<file path="config.mk">
export PLATFORM = sky130hd
export DESIGN_NAME = multicycle_controller
export DESIGN_NICKNAME = d
export VERILOG_FILES = /design/src/rtl/riscv_ctrl_pkg.sv /design/src/rtl/alu_decoder.sv /design/src/rtl/multicycle_controller.sv
export SDC_FILE = /design/constraint.sdc
export NUM_CORES = 1
export LEC_CHECK = 0
export ABC_AREA = 1
export CORE_MARGIN = 1
export CORE_UTILIZATION = 39
export CTS_BUF_LIST = sky130_fd_sc_hd__clkbuf_4
export DETAILED_ROUTE_END_ITERATION = 8
export PLACE_DENSITY_LB_ADDON = 0.25
export SETUP_SLACK_MARGIN = 0.5
export SLEW_MARGIN = 20
export SYNTH_ARGS = -nofsm -noshare
export SYNTH_HDL_FRONTEND = slang
export SYNTH_SLANG_ARGS = --single-unit
</file>
<file path="constraint.sdc">
create_clock -name clk -period 3.79 [get_ports clk]
set_input_delay 0.379 -clock clk [delete_from_list [all_inputs] [get_ports clk]]
set_output_delay 0.379 -clock clk [all_outputs]
set_load 0.005 [all_outputs]
</file>
<file path="src/rtl/riscv_ctrl_pkg.sv">
// Shared encodings for the multicycle RISC-V control path.
package riscv_ctrl_pkg;

  typedef enum logic [3:0] {
    S_FETCH, S_DECODE, S_MEMADR, S_MEMREAD, S_MEMWB, S_MEMWRITE,
    S_EXECR, S_EXECI, S_ALUWB, S_BEQ, S_JAL, S_ERROR
  } state_t;

  localparam logic [6:0] OP_LW    = 7'b0000011;
  localparam logic [6:0] OP_SW    = 7'b0100011;
  localparam logic [6:0] OP_RTYPE = 7'b0110011;
  localparam logic [6:0] OP_ITYPE = 7'b0010011;
  localparam logic [6:0] OP_BEQ   = 7'b1100011;
  localparam logic [6:0] OP_JAL   = 7'b1101111;

  // Extend unit select, also consumed by the datapath's extend unit.
  localparam logic [1:0] IMM_I = 2'b00;
  localparam logic [1:0] IMM_S = 2'b01;
  localparam logic [1:0] IMM_B = 2'b10;
  localparam logic [1:0] IMM_J = 2'b11;

  localparam logic [1:0] ALUOP_ADD   = 2'b00;
  localparam logic [1:0] ALUOP_SUB   = 2'b01;
  localparam logic [1:0] ALUOP_FUNCT = 2'b10;

  localparam logic [2:0] ALU_ADD = 3'b000;
  localparam logic [2:0] ALU_SUB = 3'b001;
  localparam logic [2:0] ALU_AND = 3'b010;
  localparam logic [2:0] ALU_OR  = 3'b011;
  localparam logic [2:0] ALU_SLT = 3'b101;

  localparam logic [1:0] RES_ALUOUT    = 2'b00;
  localparam logic [1:0] RES_DATA      = 2'b01;
  localparam logic [1:0] RES_ALURESULT = 2'b10;

  localparam logic [1:0] SRCA_PC    = 2'b00;
  localparam logic [1:0] SRCA_OLDPC = 2'b01;
  localparam logic [1:0] SRCA_A     = 2'b10;

  localparam logic [1:0] SRCB_B    = 2'b00;
  localparam logic [1:0] SRCB_IMM  = 2'b01;
  localparam logic [1:0] SRCB_FOUR = 2'b10;

  // Immediate format depends only on the opcode, never on the state.
  function automatic logic [1:0] imm_sel(input logic [6:0] op);
    case (op)
      OP_SW:   return IMM_S;
      OP_BEQ:  return IMM_B;
      OP_JAL:  return IMM_J;
      default: return IMM_I;
    endcase
  endfunction

endpackage

</file>
<file path="src/rtl/alu_decoder.sv">
// Maps ALUOp plus instruction fields onto the ALU operation select.
module alu_decoder
  import riscv_ctrl_pkg::*;
(
  input  logic [1:0] i_alu_op,
  input  logic [2:0] i_funct3,
  input  logic       i_op5,
  input  logic       i_funct7b5,
  output logic [2:0] o_alu_control,
  output logic       o_bad_funct
);

  // Unsupported funct3 falls back to add and raises the bad flag.
  always_comb begin
    o_alu_control = ALU_ADD;
    o_bad_funct   = 1'b0;
    case (i_alu_op)
      ALUOP_SUB: o_alu_control = ALU_SUB;
      ALUOP_FUNCT: begin
        case (i_funct3)
          3'b000:  o_alu_control = (i_op5 & i_funct7b5) ? ALU_SUB : ALU_ADD;
          3'b010:  o_alu_control = ALU_SLT;
          3'b110:  o_alu_control = ALU_OR;
          3'b111:  o_alu_control = ALU_AND;
          default: o_bad_funct   = 1'b1;
        endcase
      end
      default: o_alu_control = ALU_ADD;
    endcase
  end

endmodule

</file>
<file path="src/rtl/multicycle_controller.sv">
// Moore control FSM for the shared multicycle RISC-V datapath.
module multicycle_controller
  import riscv_ctrl_pkg::*;
(
  input  logic       clk,
  input  logic       rst_n,
  input  logic [6:0] op,
  input  logic [2:0] funct3,
  input  logic       funct7b5,
  input  logic       zero,
  output logic       pcWrite,
  output logic       adrSrc,
  output logic       memWrite,
  output logic       irWrite,
  output logic [1:0] resultSrc,
  output logic [1:0] aluSrcA,
  output logic [1:0] aluSrcB,
  output logic [1:0] immSrc,
  output logic       regWrite,
  output logic [2:0] aluControl,
  output logic       illegal
);

  state_t     r_state, w_next;
  logic       r_illegal;
  logic       w_pc_update, w_branch, w_mem_write, w_ir_write, w_reg_write;
  logic [1:0] w_alu_op;
  logic       w_bad_funct;

  // State register; reset parks the FSM in FETCH.
  always_ff @(posedge clk or negedge rst_n) begin
    if (!rst_n) r_state <= S_FETCH;
    else        r_state <= w_next;
  end

  // Next-state decode.
  always_comb begin
    w_next = r_state;
    case (r_state)
      S_FETCH:  w_next = S_DECODE;
      S_DECODE: begin
        case (op)
          OP_LW, OP_SW: w_next = S_MEMADR;
          OP_RTYPE:     w_next = S_EXECR;
          OP_ITYPE:     w_next = S_EXECI;
          OP_BEQ:       w_next = S_BEQ;
          OP_JAL:       w_next = S_JAL;
          default:      w_next = S_ERROR;
        endcase
      end
      S_MEMADR:  w_next = (op == OP_SW) ? S_MEMWRITE : S_MEMREAD;
      S_MEMREAD: w_next = S_MEMWB;
      S_EXECR, S_EXECI, S_JAL: w_next = S_ALUWB;
      S_MEMWB, S_MEMWRITE, S_ALUWB, S_BEQ: w_next = S_FETCH;
      S_ERROR:   w_next = S_ERROR;
      default:   w_next = S_FETCH;
    endcase
  end

  // Moore outputs per state; everything defaults to 0.
  always_comb begin
    w_pc_update = 1'b0;
    w_branch    = 1'b0;
    w_mem_write = 1'b0;
    w_ir_write  = 1'b0;
    w_reg_write = 1'b0;
    adrSrc      = 1'b0;
    resultSrc   = RES_ALUOUT;
    aluSrcA     = SRCA_PC;
    aluSrcB     = SRCB_B;
    w_alu_op    = ALUOP_ADD;
    case (r_state)
      S_FETCH: begin
        w_ir_write = 1'b1; w_pc_update = 1'b1;
        aluSrcB = SRCB_FOUR; resultSrc = RES_ALURESULT;
      end
      S_DECODE:   begin aluSrcA = SRCA_OLDPC; aluSrcB = SRCB_IMM; end
      S_MEMADR:   begin aluSrcA = SRCA_A;     aluSrcB = SRCB_IMM; end
      S_MEMREAD:  adrSrc = 1'b1;
      S_MEMWB:    begin resultSrc = RES_DATA; w_reg_write = 1'b1; end
      S_MEMWRITE: begin adrSrc = 1'b1; w_mem_write = 1'b1; end
      S_EXECR:    begin aluSrcA = SRCA_A; aluSrcB = SRCB_B;   w_alu_op = ALUOP_FUNCT; end
      S_EXECI:    begin aluSrcA = SRCA_A; aluSrcB = SRCB_IMM; w_alu_op = ALUOP_FUNCT; end
      S_ALUWB:    w_reg_write = 1'b1;
      S_BEQ:      begin aluSrcA = SRCA_A; w_alu_op = ALUOP_SUB; w_branch = 1'b1; end
      S_JAL: begin
        aluSrcA = SRCA_OLDPC; aluSrcB = SRCB_FOUR; w_pc_update = 1'b1;
      end
      default: ;
    endcase
  end

  alu_decoder u_alu_dec (
    .i_alu_op      (w_alu_op),
    .i_funct3      (funct3),
    .i_op5         (op[5]),
    .i_funct7b5    (funct7b5),
    .o_alu_control (aluControl),
    .o_bad_funct   (w_bad_funct)
  );

  // Sticky illegal flag: bad opcode on entry to ERROR, or bad funct3 in EXEC.
  always_ff @(posedge clk or negedge rst_n) begin
    if (!rst_n)                              r_illegal <= 1'b0;
    else if (w_next == S_ERROR || w_bad_funct) r_illegal <= 1'b1;
  end

  // Write enables are masked by reset so an abort drops them immediately.
  assign pcWrite  = rst_n & (w_pc_update | (w_branch & zero));
  assign irWrite  = rst_n & w_ir_write;
  assign regWrite = rst_n & w_reg_write;
  assign memWrite = rst_n & w_mem_write;
  assign immSrc   = imm_sel(op);
  assign illegal  = r_illegal;

endmodule

</file>
==> results of run 1 <==
[synth_stat cells (2+ instances only)]
master	n
sky130_fd_sc_hd__nand2_1	16
sky130_fd_sc_hd__inv_1	17
sky130_fd_sc_hd__a21oi_1	2
sky130_fd_sc_hd__inv_2	5
sky130_fd_sc_hd__ha_1	2
sky130_fd_sc_hd__nor2_1	15
sky130_fd_sc_hd__nand2_2	4
sky130_fd_sc_hd__nand4_1	3
sky130_fd_sc_hd__nand3_1	11
sky130_fd_sc_hd__nor2_2	5
sky130_fd_sc_hd__dfrtp_1	5
[final cells by class]
type	count	area, um2
sequential	5	125
clock buffer	4	30.0
multi-input combinational	69	372
tap	15	18.8
fill	122	432
timing repair buffer	30	300
inverter	23	88.8
[per-layer routing]
metal / vias to the layer above / global-route usage / share of wire
met5: - / 0 / 0
met4: 0 / 0.0242 / 0
met3: 0 / 0.0326 / 0.060
met2: 31 / 0.422 / 0.52
met1: 305 / 0.197 / 0.42
li1: 374 / - / -
[metrics by stage]
| step | hold WS (ns) | power, mW | worst slack, ns | utilization | cell area (um2) |
|---|---|---|---|---|---|
| after CTS | 0.381 | 0.545 | 1.27 | 0.684 | 935 |
| after global routing | 0.398 | 0.594 | 1.15 | 0.684 | 935 |
| after floorplan | 0.0834 | 0.327 | 2.16 | - | 597 |
| after global placement | 0.456 | 0.471 | 1.55 | 0.662 | 905 |
| after detailed placement | 0.466 | 0.477 | 1.50 | 0.662 | 905 |
| final | 0.373 | 0.545 | 1.28 | 0.684 | 935 |
[layout by cell type (no fill, tap or decap)]
master / n
sky130_fd_sc_hd__a211oi_1: 1
sky130_fd_sc_hd__a21oi_1: 2
sky130_fd_sc_hd__a31oi_1: 1
sky130_fd_sc_hd__clkbuf_4: 4
sky130_fd_sc_hd__clkdlybuf4s50_1: 30
sky130_fd_sc_hd__dfrtp_1: 5
sky130_fd_sc_hd__ha_1: 2
sky130_fd_sc_hd__inv_1: 17
sky130_fd_sc_hd__inv_2: 5
sky130_fd_sc_hd__inv_4: 1
sky130_fd_sc_hd__nand2_1: 16
sky130_fd_sc_hd__nand2_2: 4
sky130_fd_sc_hd__nand2_4: 1
sky130_fd_sc_hd__nand3_1: 11
sky130_fd_sc_hd__nand3_2: 1
sky130_fd_sc_hd__nand3b_1: 1
sky130_fd_sc_hd__nand4_1: 3
sky130_fd_sc_hd__nor2_1: 15
sky130_fd_sc_hd__nor2_2: 5
sky130_fd_sc_hd__nor2_4: 1
sky130_fd_sc_hd__nor3_2: 1
sky130_fd_sc_hd__o211ai_1: 1
sky130_fd_sc_hd__o21ai_0: 1
sky130_fd_sc_hd__o21ai_1: 1
sky130_fd_sc_hd__o221ai_1: 1
[flip-flops by register name, indices dropped and copies added, names as in the netlist]
| register | cells |
|---|---|
| illegal | 1 |
| r_state | 4 |
[kinds of logic after synthesis]
kind of cell / Yosys count
and+or+nand+nor: 59
buffers and inverters: 24
AOI/OAI and AO/OA: 8
DFF: 5
adders and majority gates: 2
[worst paths after layout]
kind,start,endpoint,cells after the start
max reg2reg,r_state[1]$_DFF_PN0_,illegal$_DFFE_PN0P_,9
min reg2reg,illegal$_DFFE_PN0P_,illegal$_DFFE_PN0P_,2
max,r_state[1]$_DFF_PN0_,aluControl[0],7
min,rst_n,r_state[0]$_DFF_PN0_,1
max in group asynchronous,rst_n,illegal$_DFFE_PN0P_,1
min in group clk,illegal$_DFFE_PN0P_,illegal$_DFFE_PN0P_,2
[where the power goes]
part / total (mW) / internal, mW / switching, mW
combinational: 0.376 / 0.184 / 0.193
sequential: 0.102 / 0.0737 / 0.0283
clock: 0.0664 / 0.0468 / 0.0196
==> results by stage, run 1 <==
Run status:
- The run finished with clean final reports.

Synth:
- The number of enable-type register cells in the synthesized netlist is 0.
- The largest family of logic cells by synthesized area is simple AND/OR/NAND/NOR gates.
- The multiplexer share of the synthesized area is 0.
- The Yosys step of the flow raised 0 warnings.
- Of the total synthesized cell area, the portion taken by AND, OR, NAND and NOR gates is 0.497.
- Of the synthesized area, sequential elements account for 0.210.
- The synthesized flop and latch total is 5.
- The number of nets in the synthesized netlist is 114.
- Summed over all instances, the cell type with the most area after synthesis is sky130_fd_sc_hd__dfrtp_1.
- The parity-gate share of the synthesized area counting xor and xnor cells is 0.
- The fraction of post-synthesis cell area in the top cell type by area is 0.210.
- The mean cell area of the mapped netlist is 6.09 um2.
- The async set-reset flop share out of synthesis is 1.00.
- The post-synthesis cell type count is 24.
- After technology mapping, the gate count stands at 98.
- The most used flip-flop cell after synthesis is sky130_fd_sc_hd__dfrtp_1.
- The cell area that synthesis handed to floorplanning was 597 um2.
- The share of synthesized cell area in full adder, half adder and majority cells is 0.0419.
- The compound-cell area share of the yosys netlist is 0.0839.
- Yosys attributes the largest share of cell area to sky130_fd_sc_hd__dfrtp_1 (21%), sky130_fd_sc_hd__inv_1 (11%), sky130_fd_sc_hd__nand2_1 (10%).

Clocking:
- TritonCTS built the clock tree.
- Counting along the longest clock path gives a buffer depth of 2.
- The number of gates given a new drive strength after cts is 0.
- The number of clock sinks seen by CTS is 5.
- In this run the clock root is driven by a sky130_fd_sc_hd__clkbuf_4.
- The later pin in the worst-skew pair is clocked with a latency of 0.23 ns.
- Hold repair after CTS inserted 0 buffers.
- The post-CTS clock slew at the launch and capture registers of the worst setup and hold paths is 0.04 ns.
- The number of clock buffers inserted by TritonCTS is 3.
- The number of buffers inserted to repair setup after CTS is 0.
- The number of H-tree levels is 1.

Timing:
- Setup repair after global routing left no endpoint under its margin.
- The number of max-slew violations in the final report came to 0.
- For the final database, setup skew stands at 0.000625 ns.
- Setup violations remaining at the end of the flow were counted as 0.
- The final critical-path share of the clock period is 0.663.
- The number of hold violations in the final report is 0.
- For this run, the top clock speed supported by timing is 398 MHz.
- The worst slew margin relative to its limit is 0.824.
- The setup TNS after final layout is 0 ns.
- The worst path in the final design needs a cycle of 2.51 ns, including I/O delays and setup.
- The slew of the pin with the lowest slew margin is 0.264 ns.

Global routing:
- The wire length of the first global-routing pass is 2.19 mm.
- The number of antenna violations at the first check in global routing is 0.
- The via count of the first global-routing pass is 568.
- The global router's overall resource usage is 0.198.
- After global routing the overflow that remains totals 0.
- The pin count of the biggest net entering global routing is 9.

Critical path:
- Data on the critical path arrives at its endpoint at 2.13 ns.
- The kind of cell with the highest combined delay along the critical path is buffers and inverters.
- Walking the worst path, the cells encountered are inv_4, nand2_2, nor2_1, inv_1, ha_1, a31oi_1, clkdlybuf4s50_1.
- The top fanout value on the critical path is 5.
- The category of the worst setup path capture point is a primary output.
- On the critical path, the stage with the largest delay is an instance of sky130_fd_sc_hd__clkdlybuf4s50_1.
- The worst setup path is launched from a flip-flop.
- Counting both buffers and inverters, the worst setup path holds a total of 3.
- The largest single stage delay on the critical path is 0.51 ns.
- The register-to-register setup slack is 2.15 ns.
- The start-to-end type of the worst setup path is flip-flop to primary output.
- At the worst endpoint, the required time is 3.41 ns.

Layout:
- The area growth from synthesis to layout is 56.6%.
- The final layout net count is 148.
- The ratio of cells with drive above 1 in the final layout is 0.176.
- 0 antenna diodes ended up in the layout.
- The count of non-filler cells in the finished layout is 146.

Place:
- The cell count after placement is 142.
- The placed wire-length estimate after detailed placement is 1.26 mm.
- The placer's final routability congestion estimate is 0.851.
- Input and output buffers added on the ports amount to 30.

Route:
- The DRC marker count from the first detailed-route iteration is 14.
- Dividing the detail-routed wire length by the instance count gives 10.3 um.
- The final wirelength is 1.51 mm.
- The number of iterations in the first detailed-routing pass is 2.
- In the routed layout, each cell is associated on average with a via count of 4.86.
- After detailed routing, the number of remaining DRC violations is 0.
- The final antenna-violating net count is 0.
- Across all layers, the routed design uses 710 vias.

Pwr:
- The static leakage is 0.435 nW.
- Across the VDD grid, the largest voltage drop is 0.260 mV.
- In this run the power density over the cells is 583 nW/um2.

Floorplan:
- The area of the placeable core is 1370 um2.
- The initialized floorplan defines 13 standard-cell rows.
- The die covers 1690 um2.
- The floorplan step set the die width to 41.1 um.
- The number of ports placed on the die boundary is 31.
- The starting density of the core is 0.437.
- From bottom edge to top edge, the die measures 41.1 um.

Job:
- The number of max-cap violations is 0.

Hold path:
- The path class of the lowest-slack min-delay path is primary input to asynchronous set/reset pin.
Power figures use the tool's default switching activity.
==> run 2: changes to the inputs <==
Settings changed: CORE_ASPECT_RATIO set to 0.8, CORE_UTILIZATION 39 to 36.
Clock period 3.79 ns to 2.26 ns, I/O delays scaled along.
==> run 2 against run 1 <==
Against the previous run: critical path depth up 1; largest cell class unchanged; via count up 19%; sequential power up 70%; non-clock buffer count up 12; design area up 17%; total power up 110%; register-to-register slack worse by 1.3 ns.
==> results by stage, run 2 (synthesis results as in run 1) <==
Layout:
- The top cell types in the final layout, fill and taps aside, are sky130_fd_sc_hd__dlygate4sd2_1 (13), sky130_fd_sc_hd__nand2_1 (12), sky130_fd_sc_hd__nor2_1 (12), sky130_fd_sc_hd__inv_1 (11), sky130_fd_sc_hd__clkdlybuf4s50_1 (11).
- The area taken by multi-input logic gates is 445 um2 (+20%).
- Relative to the synthesized area, the layout overhead comes to 83.2%.
- The most common cell after layout, fill and taps aside is sky130_fd_sc_hd__dlygate4sd2_1.
- The ratio of cells with drive above 1 in the final layout is 0.399 (+0.223).
- The layout filler cell count is 116 (-4.9%).
- The final instance area is 1090 um2 (+17%).
- The register with the most flip-flops is r_state.
- The final layout net count is 160 (+8.1%).
- The flip-flop count of the largest register after layout is 4 (unchanged).
- The number of antenna repair diodes is 0 (unchanged).
- The footprint of the flip-flops and latches is 128 um2 (+2.0%).

Timing:
- The worst path in the final design needs a cycle of 1.83 ns, including I/O delays and setup.
- The worst clock skew on the final layout was 0.00311 ns (+0.00248 ns).
- The number of hold violations in the final report is 0 (unchanged).
- The setup slack of the critical path after layout is 0.429 ns (-0.850 ns).
- The number of max-slew violations in the final report came to 0 (unchanged).
- Setup repair after global routing could not meet its margin everywhere.
- The worst slew margin relative to its limit was 0.843 (+0.0194).
- The final critical-path share of the clock period is 0.810.
- The slew of the pin with the lowest slew margin came to 0.234 ns (-0.0300 ns).
- The setup violation total in the final timing report is 0 (unchanged).
- The highest achievable clock rate is 546 MHz.
- The setup TNS after final layout is 0 ns (unchanged).
- The final-layout worst hold slack came to 0.292 ns (-0.0807 ns).

Clocking:
- The number of buffers added to fix hold violations after cts is 0 (unchanged).
- The number of H-tree levels is 1 (unchanged).
- The maximum number of buffers from clock root to sink is 2 (unchanged).
- The worst-skew pair later-pin latency came to 0.24 ns (about the same).
- TritonCTS built the clock tree.
- The number of clock sinks seen by CTS came to 5 (unchanged).
- The tree is rooted in a sky130_fd_sc_hd__clkbuf_4.
- The number of clock buffers inserted by TritonCTS is 3 (unchanged).
- The post-CTS clock slew at the launch and capture registers of the worst setup and hold paths is 0.04 ns (about the same).

Floorplan:
- The die outline height is 38.4 um (-6.6%).
- The number of ports placed on the die boundary was 31 (unchanged).
- The starting density of the core is 0.406 (-0.0312).
- The overall die area came to 1830 um2 (+8.0%).
- The area of the placeable core is 1470 um2 (+7.7%).
- The number of core rows is 12 (-1).
- The die outline width was 47.5 um (+16%).

Place:
- The placed wire-length estimate after detailed placement is 1.48 mm (+17%).
- The pre-CTS setup slack is 0.197 ns (-1.30 ns).
- The placer's final routability congestion estimate was 0.840 (-1.3%).
- The count of buffers from port buffering is 30 (unchanged).
- The cell area after placement is 920 um2 (+1.7%).

Pwr:
- The share of power burned in registers is 0.150 (-0.037).
- The combinational share of power is 0.762 (+0.071).
- The internal power contribution is 0.599 mW (+97%).
- The highest ir drop seen on vdd was 0.678 mV (+160%).
- The net switching fraction of the power was 0.481 (+0.0388).
- The share of power burned in the clock network is 0.088 (-0.034).
- The net switching power is 0.554 mW (+130%).
- The static leakage is 0.586 nW (+35%).
- The power per cell area was 1050 nW/um2 (+81%).

Global routing:
- The wire length of the first global-routing pass is 3.19 mm (+46%).
- The via count of the first global-routing pass is 733 (+29%).
- The sum of overflow across all layers after global routing is 0 (unchanged).
- The met3 global-route usage is 0.0377 (+0.00513).
- The pin count of the biggest net entering global routing is 8 (-1).
- The number of antenna violations at the first check in global routing is 0 (unchanged).
- The most congested layer reported by global routing is met2.
- The met2 demand-to-capacity share in global routing came to 0.428 (+0.00621).
- The global router's overall resource usage was 0.258 (+0.0599).
- The met1 routing resource usage after global routing was 0.308 (+0.111).

Route:
- The post-detailed-route wirelength per cell was 13.7 um (+33%).
- The detailed-route via count came to 843 (+19%).
- The DRC marker count from the first detailed-route iteration is 51 (+37).
- The number of iterations in the first detailed-routing pass is 4 (+2).
- The final antenna-violating net count came to 0 (unchanged).
- The via count normalized by instance count came to 5.14 (+5.7%).
- The final wirelength is 2.25 mm (+49%).
- The DRC violations left came to 0 (unchanged).

Critical path:
- The worst endpoint required time is 2.03 ns (-1.38 ns).
- The arrival time of data at the critical path endpoint came to 1.61 ns (-0.52 ns).
- The critical path launch point type is a flip-flop.
- The start-to-end type of the worst setup path is flip-flop to primary output.
- STA classifies the critical path endpoint as a primary output.
- The top fanout value on the critical path is 5 (unchanged).

Run status:
- The run finished with clean final reports.

Job:
- The number of max-cap violations is 0 (unchanged).

Hold path:
- The path class of the lowest-slack min-delay path is primary input to asynchronous set/reset pin.
run 2: cell types whose count changed in the layout (fill, tap and decap cells not counted), sizes merged:
cell / previous run / this run
clkdlybuf4s50: 30 / 11
dlygate4sd2: 0 / 13
dlymetal6s2s: 0 / 2
clkinv: 0 / 1
clkbuf: 4 / 5
buf: 0 / 14
run 2: per-layer routing:
metal  vias up  routed length [um]
met2        61                1060
met1       368                 893
met4         0                  91
met5         -                   0
li1        402                   -
met3        12                 208
run 2: layout make-up:
class / count / share of cell area
clock buffer: 3 / 0.0206
inverter: 23 / 0.0881
sequential: 5 / 0.117
tap: 21 / 0.0240
timing repair buffer: 42 / 0.339
clock inverter: 1 / 0.00458
multi-input combinational: 69 / 0.407
run 2: timing repair:
action,4_1_cts,5_1_grt
pin swaps,8,4
hold endpoints to repair,0,0
buffers inserted,9,2
endpoints found under the setup margin,15,7
resized for setup,47,15
run 2: final timing paths:
path / depth (start not counted) / endpoint / slack [ns] / from
max reg2reg: 10 / illegal$_DFFE_PN0P_ / 0.82 / r_state[1]$_DFF_PN0_
min in group clk: 2 / illegal$_DFFE_PN0P_ / 0.49 / illegal$_DFFE_PN0P_
min reg2reg: 2 / illegal$_DFFE_PN0P_ / 0.49 / illegal$_DFFE_PN0P_
min: 2 / r_state[0]$_DFF_PN0_ / 0.29 / rst_n
max in group asynchronous: 2 / r_state[3]$_DFF_PN0_ / 1.85 / rst_n
max: 8 / aluControl[0] / 0.43 / r_state[1]$_DFF_PN0_
run 2: power groups by stage:
| stage | Clock (mW) | Sequential (mW) | Combinational [mW] |
|---|---|---|---|
| global placement | 0 | 0.166 | 0.633 |
| CTS | 0.107 | 0.173 | 0.790 |
| detailed placement | 0 | 0.171 | 0.645 |
| floorplan | 0 | 0.148 | 0.399 |
| finish | 0.102 | 0.173 | 0.879 |
| global route | 0.115 | 0.175 | 0.937 |
run 2: critical path: stages, from the launching register on:
cell,delay (ns)
sky130_fd_sc_hd__dfrtp_1,0.40
sky130_fd_sc_hd__buf_6,0.14
sky130_fd_sc_hd__inv_8,0.06
sky130_fd_sc_hd__nand2_4,0.07
sky130_fd_sc_hd__nor2_4,0.12
sky130_fd_sc_hd__inv_2,0.07
sky130_fd_sc_hd__ha_4,0.24
sky130_fd_sc_hd__a31oi_1,0.13
sky130_fd_sc_hd__clkbuf_2,0.13
run 2: stage by stage:
step	cells	power, mW	util
after detailed placement	149	0.816	0.625
after CTS	162	1.07	0.728
after global placement	149	0.799	0.625
after global routing	164	1.23	0.743
after floorplan	98	0.548	-
final	164	1.15	0.743
==> run 3: changes to the inputs <==
Settings changed: CORE_ASPECT_RATIO 0.8 to unset, CORE_UTILIZATION 36 to 39.
Clock period 2.26 ns to 1.8 ns, I/O delays scaled along.
==> run 3 against run 2 <==
Against the previous run: synthesized cell count is the same; the flow now stops in global routing (5_1_grt); area after synthesis unchanged.
==> results by stage, run 3 <==
Run status:
- The run stopped with a tool error.
- It got as far as global routing (5_1_grt) and failed there.
- The tool reported: "[ERROR GRT-0232] Routing congestion too high. Check the congestion heatmap in the GUI".

Floorplan:
- The starting density of the core is 0.437 (+0.0312).
- The die outline width is 41.1 um (-13%).
- The number of core rows is 13 (+1).
- The die outline height is 41.1 um (+7.0%).
- The number of ports placed on the die boundary is 31 (unchanged).

Synth:
- The async set-reset flop share out of synthesis came to 1.00 (unchanged).
- The post-synthesis sequential area ratio was 0.210 (unchanged).
- Sorting the synthesized cells by area gives the leading types as sky130_fd_sc_hd__dfrtp_1 (21%), sky130_fd_sc_hd__inv_1 (11%), sky130_fd_sc_hd__nand2_1 (10%).
- The fraction of post-synthesis cell area in the top cell type by area is 0.210 (unchanged).
- The cell area after synthesis is 597 um2 (unchanged).
- The synthesized flop and latch total came to 5 (unchanged).
- By count the netlist is led by sky130_fd_sc_hd__inv_1 (17), sky130_fd_sc_hd__nand2_1 (16), sky130_fd_sc_hd__nor2_1 (15).
- The net count of the mapped netlist is 114 (unchanged).
- The synthesized netlist cell count is 98 (unchanged).
- The post-synthesis cell type count is 24 (unchanged).
- The number of enable-type register cells in the synthesized netlist is 0 (unchanged).
- The most common cell in the synthesized netlist is sky130_fd_sc_hd__inv_1.
- The mean cell area of the mapped netlist came to 6.09 um2 (unchanged).
- Among all flip-flop cells after synthesis, the most frequent one is sky130_fd_sc_hd__dfrtp_1.
- The synthesis warning total came to 0 (unchanged).
- sky130_fd_sc_hd__dfrtp_1 takes more of the synthesized area than any other cell.

Place:
- The placed wire-length estimate after detailed placement is 1.58 mm (+6.7%).
- The pre-CTS setup slack came to -0.0484 ns (-0.246 ns).
- The count of buffers from port buffering is 30 (unchanged).
- The placer's final routability congestion estimate is 0.823 (-2.0%).

Clocking:
- The number of clock buffers inserted by TritonCTS came to 3 (unchanged).
- The number of H-tree levels is 1 (unchanged).
- The maximum number of buffers from clock root to sink is 2 (unchanged).
- Clock tree synthesis selected as its root buffer the cell sky130_fd_sc_hd__clkbuf_4.
- The number of buffers added to fix hold violations after cts is 0 (unchanged).
- The number of clock sinks seen by CTS is 5 (unchanged).

Global routing:
- The pin count of the biggest net entering global routing is 7.
- The sum of overflow across all layers after global routing is 39.
- Across every metal layer, demand over resource in global routing totals 0.750.

Timing:
- The kind of the worst endpoint is an output port.
- When the global-route repair_timing finished, the worst setup path ended at aluControl[0].
## run 3: cell counts after synthesis
No cell type changed its count.
## run 3: layer usage
metal | GRT overflow | GRT usage
met1 | 0 | 0.630
met2 | 26 | 1.05
met4 | 13 | 0.984
met3 | 0 | 0.462
met5 | 0 | 0.125
## run 3: what timing repair did
item | CTS
endpoints found under the setup margin | 17
gates cloned | 0
setup buffers | 19
pin swaps | 17
resized for setup | 83
## run 3: kinds of logic after synthesis
logic type,after synthesis,synth area share
DFF,5,0.210
and+or+nand+nor,59,0.497
adders and majority gates,2,0.0419
AOI/OAI and AO/OA,8,0.0839
buffers and inverters,24,0.168
## run 3: per-stage QoR
stage	std cells	setup TNS (ns)	cell area, um2
floorplan	98	0	627
global placement	153	0	1020
detailed placement	153	-0.0484	1020
CTS	176	0	1190
==> run 4: changes to the inputs <==
Settings changed: CORE_AREA set to 2 2 63 65, CORE_MARGIN 1 to unset, CORE_UTILIZATION 39 to unset, CTS_BUF_LIST sky130_fd_sc_hd__clkbuf_4 to unset, DIE_AREA set to 0 0 65 67, PLACE_DENSITY_LB_ADDON 0.25 to 0.15, SETUP_SLACK_MARGIN 0.5 to unset.
==> run 4 against run 3 <==
Against the previous run: the run now ends clean.
==> results by stage, run 4 (synthesis results as in run 1) <==
Layout:
- The library cell used most frequently in the layout, excluding fill and tap cells, is sky130_fd_sc_hd__buf_4.
- After the last flow step, the layout net total stands at 170.
- The number of antenna repair diodes is 0.
- Once layout is complete, the utilization of the core stands at 0.331.
- The top cell types in the final layout, fill and taps aside, are sky130_fd_sc_hd__buf_4 (21), sky130_fd_sc_hd__nand2_1 (15), sky130_fd_sc_hd__clkdlybuf4s50_1 (15), sky130_fd_sc_hd__nor2_1 (13), sky130_fd_sc_hd__inv_1 (13).
- Leaving out filler cells and counting taps, the final layout contains 201.
- The final instance area is 1190 um2.
- The ratio of cells with drive above 1 in the final layout is 0.366.
- The layout filler cell count is 398.
- The area growth from synthesis to layout is 100%.
- The register with the most flip-flops is r_state.
- The register with the most flip-flops in the layout has 4 of them.

Critical path:
- The largest individual stage delay along the critical path comes from the cell sky130_fd_sc_hd__dfrtp_1.
- Among cell families on the critical path, the largest total delay comes from flip-flops.
- The worst path buffer plus inverter count is 3.
- The critical path goes through nor2_4, inv_2, nor2_4, ha_4, buf_6, nand4_1, a31oi_1, buf_2.
- Data arrives at the worst endpoint at 1.62 ns.
- At the worst endpoint, the required time is 1.62 ns.
- STA classifies the critical path startpoint as a flip-flop.
- The stage delay of the slowest cell on the critical path is 0.41 ns.
- The category of the worst setup path capture point is a primary output.
- Of all nets on the critical path, the largest fanout is 3.
- The worst setup path is of the flip-flop to primary output kind.
- In this design, the critical path's most frequently occurring cell is sky130_fd_sc_hd__nor2_4.

Clocking:
- The number of clock buffers inserted by TritonCTS came to 3 (unchanged).
- The number of clock sinks seen by CTS was 5 (unchanged).
- The clock tree from TritonCTS is done.
- After clock tree synthesis, the clock-pin slew on the worst setup and hold paths is 0.04 ns.
- The number of H-tree levels is 1 (unchanged).
- The root buffer cell chosen for the clock tree is sky130_fd_sc_hd__clkbuf_8.
- The number of buffers added to fix hold violations after cts came to 0 (unchanged).
- The maximum number of buffers from clock root to sink is 2 (unchanged).
- The worst-skew pair later-pin latency is 0.22 ns.

Run status:
- The run finished with clean final reports.

Pwr:
- In this run the static leakage power is 0.628 nW.
- For this design the ratio of total power to cell area is 1190 nW/um2.
- The worst-case IR drop observed on VDD is 0.328 mV.
- The total power after layout is 1.42 mW.

Timing:
- The slew of the pin with the lowest slew margin is 0.252 ns.
- The setup TNS after final layout is 0 ns.
- The worst clock skew on the final layout is 0.00516 ns.
- Setup violations remaining at the end of the flow were counted as 0.
- The number of hold violations in the final report was 0.
- The worst slew margin relative to its limit is 0.832.
- The final-layout worst hold slack is 0.263 ns.
- For the finished layout, the period the worst path requires is 1.80 ns.
- The setup slack of the critical path after layout is 0.00154 ns.
- Setup repair after global routing could not meet its margin everywhere.
- The number of max-slew violations in the final report is 0.
- Derived from the worst setup path, the maximum achievable clock frequency is 556 MHz.
- In the finished design, the share of the clock period the worst path needs comes to 0.999.

Global routing:
- After global routing, the most crowded layer is met2.
- The via count of the first global-routing pass was 780.
- Entering global routing, the biggest net connects 8 pins.
- In the global route stage, met2 resource usage came out at 0.193.
- Across every metal layer, demand over resource in global routing totals 0.0988.
- For this run, global-route usage on met3 was measured as 0.0236.
- For this run, global-route usage on met1 was measured as 0.105.
- For this run the aggregate overflow at the end of global routing stands at 0.
- The first global-routing pass estimated 3.32 mm of wire.
- The number of antenna violations at the first check in global routing is 0.

Floorplan:
- The die outline height was 67 um (+63%).
- The starting density of the core is 0.166 (-0.271).
- The floorplan step defined a core boundary enclosing 3610 um2.
- The number of core rows came to 22 (+9).
- The number of ports placed on the die boundary is 31 (unchanged).
- The floorplan step defined a die boundary enclosing 4360 um2.
- The die outline width is 65 um (+58%).

Route:
- The post-detailed-route wirelength per cell is 10.2 um.
- For this block, the routed nets add up to 2.06 mm of wire.
- Before antenna repair, the detailed router went through 4 iterations.
- The DRC violations left is 0.
- The via count normalized by instance count is 3.92.
- The routed layout has 787 vias.
- In this run the remaining antenna-violating nets after routing total 0.
- The first routing iteration left 7 violations.

Hold path:
- The path class of the lowest-slack min-delay path is primary input to asynchronous set/reset pin.

Place:
- The pre-CTS setup slack is -0.0746 ns (-0.0263 ns).
- The cell count after placement is 192 (+25%).
- The placer's final routability congestion estimate is 0.779 (-5.4%).
- The cell area after placement is 1070 um2 (+5.5%).
- The placed wire-length estimate after detailed placement is 1.64 mm (+4.1%).
- The count of buffers from port buffering is 30 (unchanged).

Job:
- The number of max-cap violations is 0.
run 4: what timing repair did:
action                                  4_1_cts  5_1_grt
endpoints found under the setup margin       12        6
pin swaps                                     3        5
setup buffers                                 5        0
gates resized for setup                      25       15
run 4: routing by layer:
layer | part of all wire | vias up
met4 | 0.0068 | 0
met3 | 0.040 | 2
li1 | - | 420
met5 | 0 | -
met2 | 0.55 | 17
met1 | 0.40 | 348
run 4: where the power goes:
group	switching (mW)	internal [mW]
clock network	0.0536	0.152
registers	0.0346	0.156
logic	0.528	0.496
run 4: cell type report:
class	instances	area, um2	area share
Multi-Input combinational cell	69	423	0.354
Sequential cell	5	125	0.105
Timing Repair Buffer	52	452	0.378
Inverter	23	88.8	0.0744
Clock buffer	4	45.0	0.0377
Tap cell	48	60.1	0.0503
run 4: path summary, 6_finish.rpt:
path | startpoint | end | slack, ns | cells past startpoint
setup reg to reg | r_state[3]$_DFF_PN0_ | r_state[2]$_DFF_PN0_ | 0.39 | 7
hold / removal | rst_n | r_state[2]$_DFF_PN0_ | 0.26 | 2
setup / recovery | r_state[3]$_DFF_PN0_ | aluControl[0] | 0.002 | 8
hold reg to reg | illegal$_DFFE_PN0P_ | illegal$_DFFE_PN0P_ | 0.47 | 2
min in group clk | illegal$_DFFE_PN0P_ | illegal$_DFFE_PN0P_ | 0.47 | 2
max in group asynchronous | rst_n | r_state[1]$_DFF_PN0_ | 1.42 | 2
